File: config.mk
export PLATFORM = sky130hd
export DESIGN_NAME = memory_burst_reader
export DESIGN_NICKNAME = d
export VERILOG_FILES = /design/src/rtl/memory_burst_reader.sv
export SDC_FILE = /design/constraint.sdc
export NUM_CORES = 1
export LEC_CHECK = 0
export ABC_AREA = 1
export CORE_UTILIZATION = 48
export DETAILED_ROUTE_END_ITERATION = 12
export GPL_ROUTABILITY_DRIVEN = 0
export PLACE_DENSITY = 0.82
export SKIP_CTS_REPAIR_TIMING = 1
export SYNTH_ARGS = -nofsm -noshare
export SYNTH_HDL_FRONTEND = slang
export SYNTH_SLANG_ARGS = --single-unit
File: constraint.sdc
create_clock -name clk -period 2.55 [get_ports clk]
set_clock_uncertainty 0.05 [all_clocks]
set_input_delay 0.51 -clock clk [delete_from_list [all_inputs] [get_ports clk]]
set_output_delay 0.51 -clock clk [all_outputs]
set_load 0.1 [all_outputs]
File: src/rtl/memory_burst_reader.sv
// Read-side burst controller for the 4 x 8-bit byte memory. It walks 1-4 addresses
// with wrap-around, waits for the read data to settle, and streams each byte out on valid/ready.
module memory_burst_reader #(
  parameter int DATA_W = 8,
  parameter int ADDR_W = 2,
  parameter int SETTLE = 1
) (
  input  logic              clk,
  input  logic              rst_n,
  input  logic              start,
  input  logic [ADDR_W-1:0] start_addr,
  input  logic [ADDR_W-1:0] len_m1,
  output logic [ADDR_W-1:0] mem_addr,
  output logic              mem_store,
  input  logic [DATA_W-1:0] mem_data,
  output logic [DATA_W-1:0] out_data,
  output logic              out_valid,
  input  logic              out_ready,
  output logic              busy,
  output logic              done
);

  typedef enum logic [1:0] {IDLE, SETTLE_ST, PRESENT, DONE_ST} state_t;

  // The settle counter is 3 bits so that it can hold the largest legal SETTLE of 7.
  localparam logic [2:0] SETTLE_LAST = 3'(SETTLE - 1);

  state_t            state;
  logic [ADDR_W-1:0] remaining;
  logic [2:0]        settle_cnt;

  assign mem_store = 1'b0;

  always_ff @(posedge clk) begin
    if (!rst_n) begin
      state      <= IDLE;
      mem_addr   <= '0;
      remaining  <= '0;
      settle_cnt <= '0;
      out_data   <= '0;
      out_valid  <= 1'b0;
      busy       <= 1'b0;
      done       <= 1'b0;
    end else begin
      case (state)
        IDLE: begin
          if (start) begin
            mem_addr   <= start_addr;
            remaining  <= len_m1;
            settle_cnt <= '0;
            busy       <= 1'b1;
            state      <= SETTLE_ST;
          end
        end
        SETTLE_ST: begin
          if (settle_cnt == SETTLE_LAST) begin
            out_data  <= mem_data;
            out_valid <= 1'b1;
            state     <= PRESENT;
          end else begin
            settle_cnt <= settle_cnt + 3'd1;
          end
        end
        PRESENT: begin
          if (out_valid && out_ready) begin
            out_valid <= 1'b0;
            if (remaining != '0) begin
              // The address advances modulo the depth, so 3 wraps to 0.
              mem_addr   <= mem_addr + ADDR_W'(1);
              remaining  <= remaining - ADDR_W'(1);
              settle_cnt <= '0;
              state      <= SETTLE_ST;
            end else begin
              done  <= 1'b1;
              state <= DONE_ST;
            end
          end
        end
        DONE_ST: begin
          done  <= 1'b0;
          busy  <= 1'b0;
          state <= IDLE;
        end
        default: state <= IDLE;
      endcase
    end
  end

endmodule

=== After elaboration in Yosys (flattened, before gate mapping) ===
Cells that the tools add are included.

* Bits in registers: 20
* Input port bits: 16
* Output and inout port bits: 14
* Logic and storage cells: 62

* Add/subtract/negate cells: 3
* Equality and inequality tests: 9
* Muxes and demuxes: 26
* Reduce and logical (&&, ||, !) cells: 16

{| class="wikitable"
|+ Operators by type and width
! operator !! number
|-
| $mux W2 || 10
|-
| $mux W3 || 4
|-
| $ne A2 B2 Y1 const B || 6
|-
| $reduce_bool A2 Y1 || 5
|-
| $pmux W3 S3 || 1
|-
| $reduce_and A3 Y1 || 3
|-
| $pmux W2 S2 || 2
|-
| $pmux W2 S4 || 1
|-
| $pmux W1 S2 || 3
|-
| $mux W1 || 5
|-
| $reduce_and A5 Y1 || 1
|-
| $eq A2 B2 Y1 const B || 2
|-
| $reduce_and A2 Y1 || 2
|-
| $reduce_and A4 Y1 || 1
|-
| $add A3 B1 Y3 const B || 1
|-
| $logic_not A3 Y1 || 1
|-
| $reduce_bool A3 Y1 || 1
|-
| $add A2 B1 Y2 const B || 1
|-
| $eq A2 B1 Y1 const B || 1
|-
| $logic_not A2 Y1 || 1
|-
| $sub A2 B1 Y2 const B || 1
|-
| $logic_and A1 B1 Y1 || 1
|}

=== Depth between registers and ports, before layout ===
* Depth after elaboration: 4
* Mapped depth: 10
* Gate-level depth less buffers: 10

=== Worst setup path before layout ===
OpenSTA, ideal clock, no wires.

* Path kind: register -> register
* From: reg out_valid
* To: reg settle_cnt[0]
* Setup time: 0.113 ns
* Arrival: 1.577 ns
* Required time: 2.387 ns
* Path slack: 0.811 ns
* Stages on the path, launching flop included: 8
* Buffers on the path: 0
* Clock period less this slack: 1.739 ns
* Path through: dfxtp_1 > nand2_1 > nand3_2 > nand2_2 > nor2_4 > nand2_1 > nand2_1 > nor2_1

* Cells in the longest elaborated chain, start to end: 3

{| class="wikitable"
|+ RTL lines
! element !! line !! RTL
|-
| from (decl) || 17 || <nowiki>output logic out_valid,</nowiki>
|-
| from (signal assigned) || 41 || <nowiki>out_valid <= 1'b0;</nowiki>
|-
| from (signal assigned) || 58 || <nowiki>out_valid <= 1'b1;</nowiki>
|-
| from (signal assigned) || 66 || <nowiki>out_valid <= 1'b0;</nowiki>
|-
| $logic_and A1 B1 Y1 || 65 || <nowiki>if (out_valid && out_ready) begin</nowiki>
|-
| $ne A2 B2 Y1 (no source line) || -- ||
|-
| $reduce_and A5 Y1 (no source line) || -- ||
|-
| to (signal assigned) || 61 || <nowiki>settle_cnt <= settle_cnt + 3'd1;</nowiki>
|-
| to (decl) || 30 || <nowiki>logic [2:0] settle_cnt;</nowiki>
|}

No other way between the ends.
A chain may end at the register's enable or synchronous reset.

=== Worst setup path in the final report ===
* From: reg settle_cnt[0]
* To: reg settle_cnt[2]

* Cells in the longest elaborated chain, start to end: 3
* Elaborated cells between the ends (all ways): 6
* Those cells by class: add/sub (1); eq/ne (1); mux (2); reduce/logical (2)

{| class="wikitable"
|+ RTL lines
! element !! line
|-
| $add A3 B1 Y3 or $logic_not A3 Y1 (tied branches) || 61, 56
|-
| $mux W3 or $ne A2 B2 Y1 (tied branches) || --
|-
| $pmux W3 S3 or $reduce_and A5 Y1 (tied branches) || --
|}

Parallel ways exist; a longest one is shown, timed or not. The select of a mux whose other input is x is not followed.

==> summary.txt <==
Routing
  – DRT iter0 DRCs: 20
  – Drt drc: 0
  – DR WL/cell: 10.2 um
  – 1st-pass router iterations: 4
  – Routed Antenna Nets: 0
  – Vias per cell: 4.78
  – WL final: 1920 um
  – DR vias: 898

Worst setup path
  – Worst setup SP type: flop
  – Top cell by count, worst path: nand2_1
  – Critical path endpoint category: flop
  – Worst Path Max Fanout: 12
  – Worst path arrival time: 1890 ps
  – Cells along the critical path: inv_1, ha_1, inv_1, nor2_1, nand2_1, nand2_1, nor2_4, nand2_1, a21oi_1
  – Setup Crit Path Kind: flop to flop
  – Cell family with most CP delay: simple AND/OR/NAND/NOR gates
  – Reg2reg setup slack: 850 ps
  – CP max stage delay: 400 ps
  – Required @ worst endpoint: 2750 ps
  – Crit path buf inv count: 2
  – Crit path max-delay cell type: dfxtp_1

Timing
  – Setup Viol. Count Final: 0
  – Tcrit/Tclk final: 66.6%
  – Max Clock Freq: 589 MHz
  – Min Tclk post-route: 1700 ps
  – Final Hold Vio Count: 0
  – TNS Setup: 0 ps
  – Final worst slack: 852 ps
  – Slew Limit Fails: 0
  – Hold WS: 426 ps
  – RSZ-0062 raised after global routing: false

Global routing
  – Met3 Resource Use GR: 2.35%
  – GRT Total Usage: 18.9%
  – Overflow after GRT: 0
  – Antenna violations before repair: 0
  – M1 GR Usage: 25.4%
  – Pin count of the biggest net entering global routing: 15
  – First-pass GRT wire length: 2870 um
  – Vias in the first global route: 701
  – GR Util met2: 29.7%
  – GRT Max-Usage Layer: met2

Die
  – Row count: 15
  – Top Ports: 30
  – Height of the die: 46.5 um
  – Die width: 46.5 um
  – Die area: 2170 um^2
  – Core Region: 1800 um^2
  – Initial Util: 52.8%

Synth
  – Distinct cells, synth: 23
  – Post-synthesis sequential area ratio: 42.0%
  – Synth Instances: 135
  – Synth warn: 0
  – FF+latch count, synth: 20
  – Avg Cell Area, Syn: 7.05 um^2
  – Synth Cell Area: 952 um^2
  – Syn_nets: 154

Clocking
  – CTS tree: yes
  – Clk_lat worst skew: 310 ps
  – Num Clock Sinks: 20
  – Total CTS buffers: 3
  – Clock buffer depth: 2
  – Htree depth: 1
  – Clk root buf: clkbuf_4
  – Reg clk slew, reported paths: 110 ps

Finish
  – Commonest non-fill, non-tap cell in the layout: nand2_1
  – Diodes inserted: 0
  – Layout cells sized above 1: 16.6%
  – Synth-to-layout area growth: 31.9%
  – Commonest non-fill, non-tap cells in the layout: 29 x nand2_1, 28 x nor2_1, 20 x dfxtp_1, 15 x clkdlybuf4s50_1, 13 x buf_4
  – Nets@finish: 183
  – Fillers: 158

Place
  – Pre-CTS setup slack: 766 ps
  – IO Port Bufs: 28
  – Final HPWL DP: 1500 um

Worst hold path
  – Worst Hold Class: flop to flop

Job
  – Max-Cap Viols: 0

Status
  – Status: complete, no violations
## routing by layer
layer	part of all wire [%]	wire length (um)
met3	3.6	70
met2	47	893
met1	48	921
met5	0	0
met4	1.9	36
## per-stage QoR
step                      util (%)  instances  instance area (um^2)
after floorplan                  -        135                   952
after global placement        66.8        184                  1200
after detailed placement      66.8        184                  1200
after CTS                     69.7        188                  1260
after global routing          69.7        188                  1260
final                         69.7        188                  1260
## tightest hold or removal path: cells and delay by family (launching register included)
family,cells,cell delay (ps)
flops,1,330
compound gates,1,50
simple gates,1,60
## layout make-up
| class | instances | area, um^2 | share of cell area [%] |
|---|---|---|---|
| multi-input combinational | 97 | 472 | 37.5 |
| sequential | 20 | 400 | 31.9 |
| timing repair buffer | 28 | 248 | 19.7 |
| inverter | 14 | 52.6 | 4.18 |
| tap | 25 | 31.3 | 2.49 |
| clock inverter | 1 | 30.0 | 2.39 |
| clock buffer | 3 | 22.5 | 1.79 |
## synth_stat cells (all sizes together)
cell type,count,area [um^2]
dfxtp,20,400
o21ai,13,65.1
o211ai,1,7.51
a211oi,1,7.51
nor3,1,5.00
ha,3,37.5
a21oi,8,40.0
conb,1,3.75
nand3,5,35.0
clkbuf,1,3.75
xnor2,1,8.76
nor2,31,134
inv,14,52.6
buf,3,23.8
nand2,32,128
## path summary, 6_finish.rpt
check | startpoint | end | cells past startpoint
max | settle_cnt[0] | settle_cnt[2] | 9
min | done | done | 2
max reg2reg | settle_cnt[0] | settle_cnt[2] | 9
min reg2reg | done | done | 2
## logic make-up (layout without fill, tap and decap cells)
kind of cell	Yosys count	after routing	share of synthesized area (%)
AOI/OAI and AO/OA	23	23	12.6
other	1	1	0.394
adders and majority gates	3	3	3.94
xor gates and xnor gates	1	1	0.920
DFF	20	20	42.0
buffers and inverters	18	46	8.41
and+or+nand+nor	69	69	31.7
## sequential cells by signal, indices dropped and copies added (netlist names)
signal	flops
remaining	2
mem_addr	2
settle_cnt	3
busy	1
out_valid	1
state	2
done	1
out_data	8
Power is not shown: default switching activity piles up to over one toggle a cycle in this logic, so the estimate is an artifact.
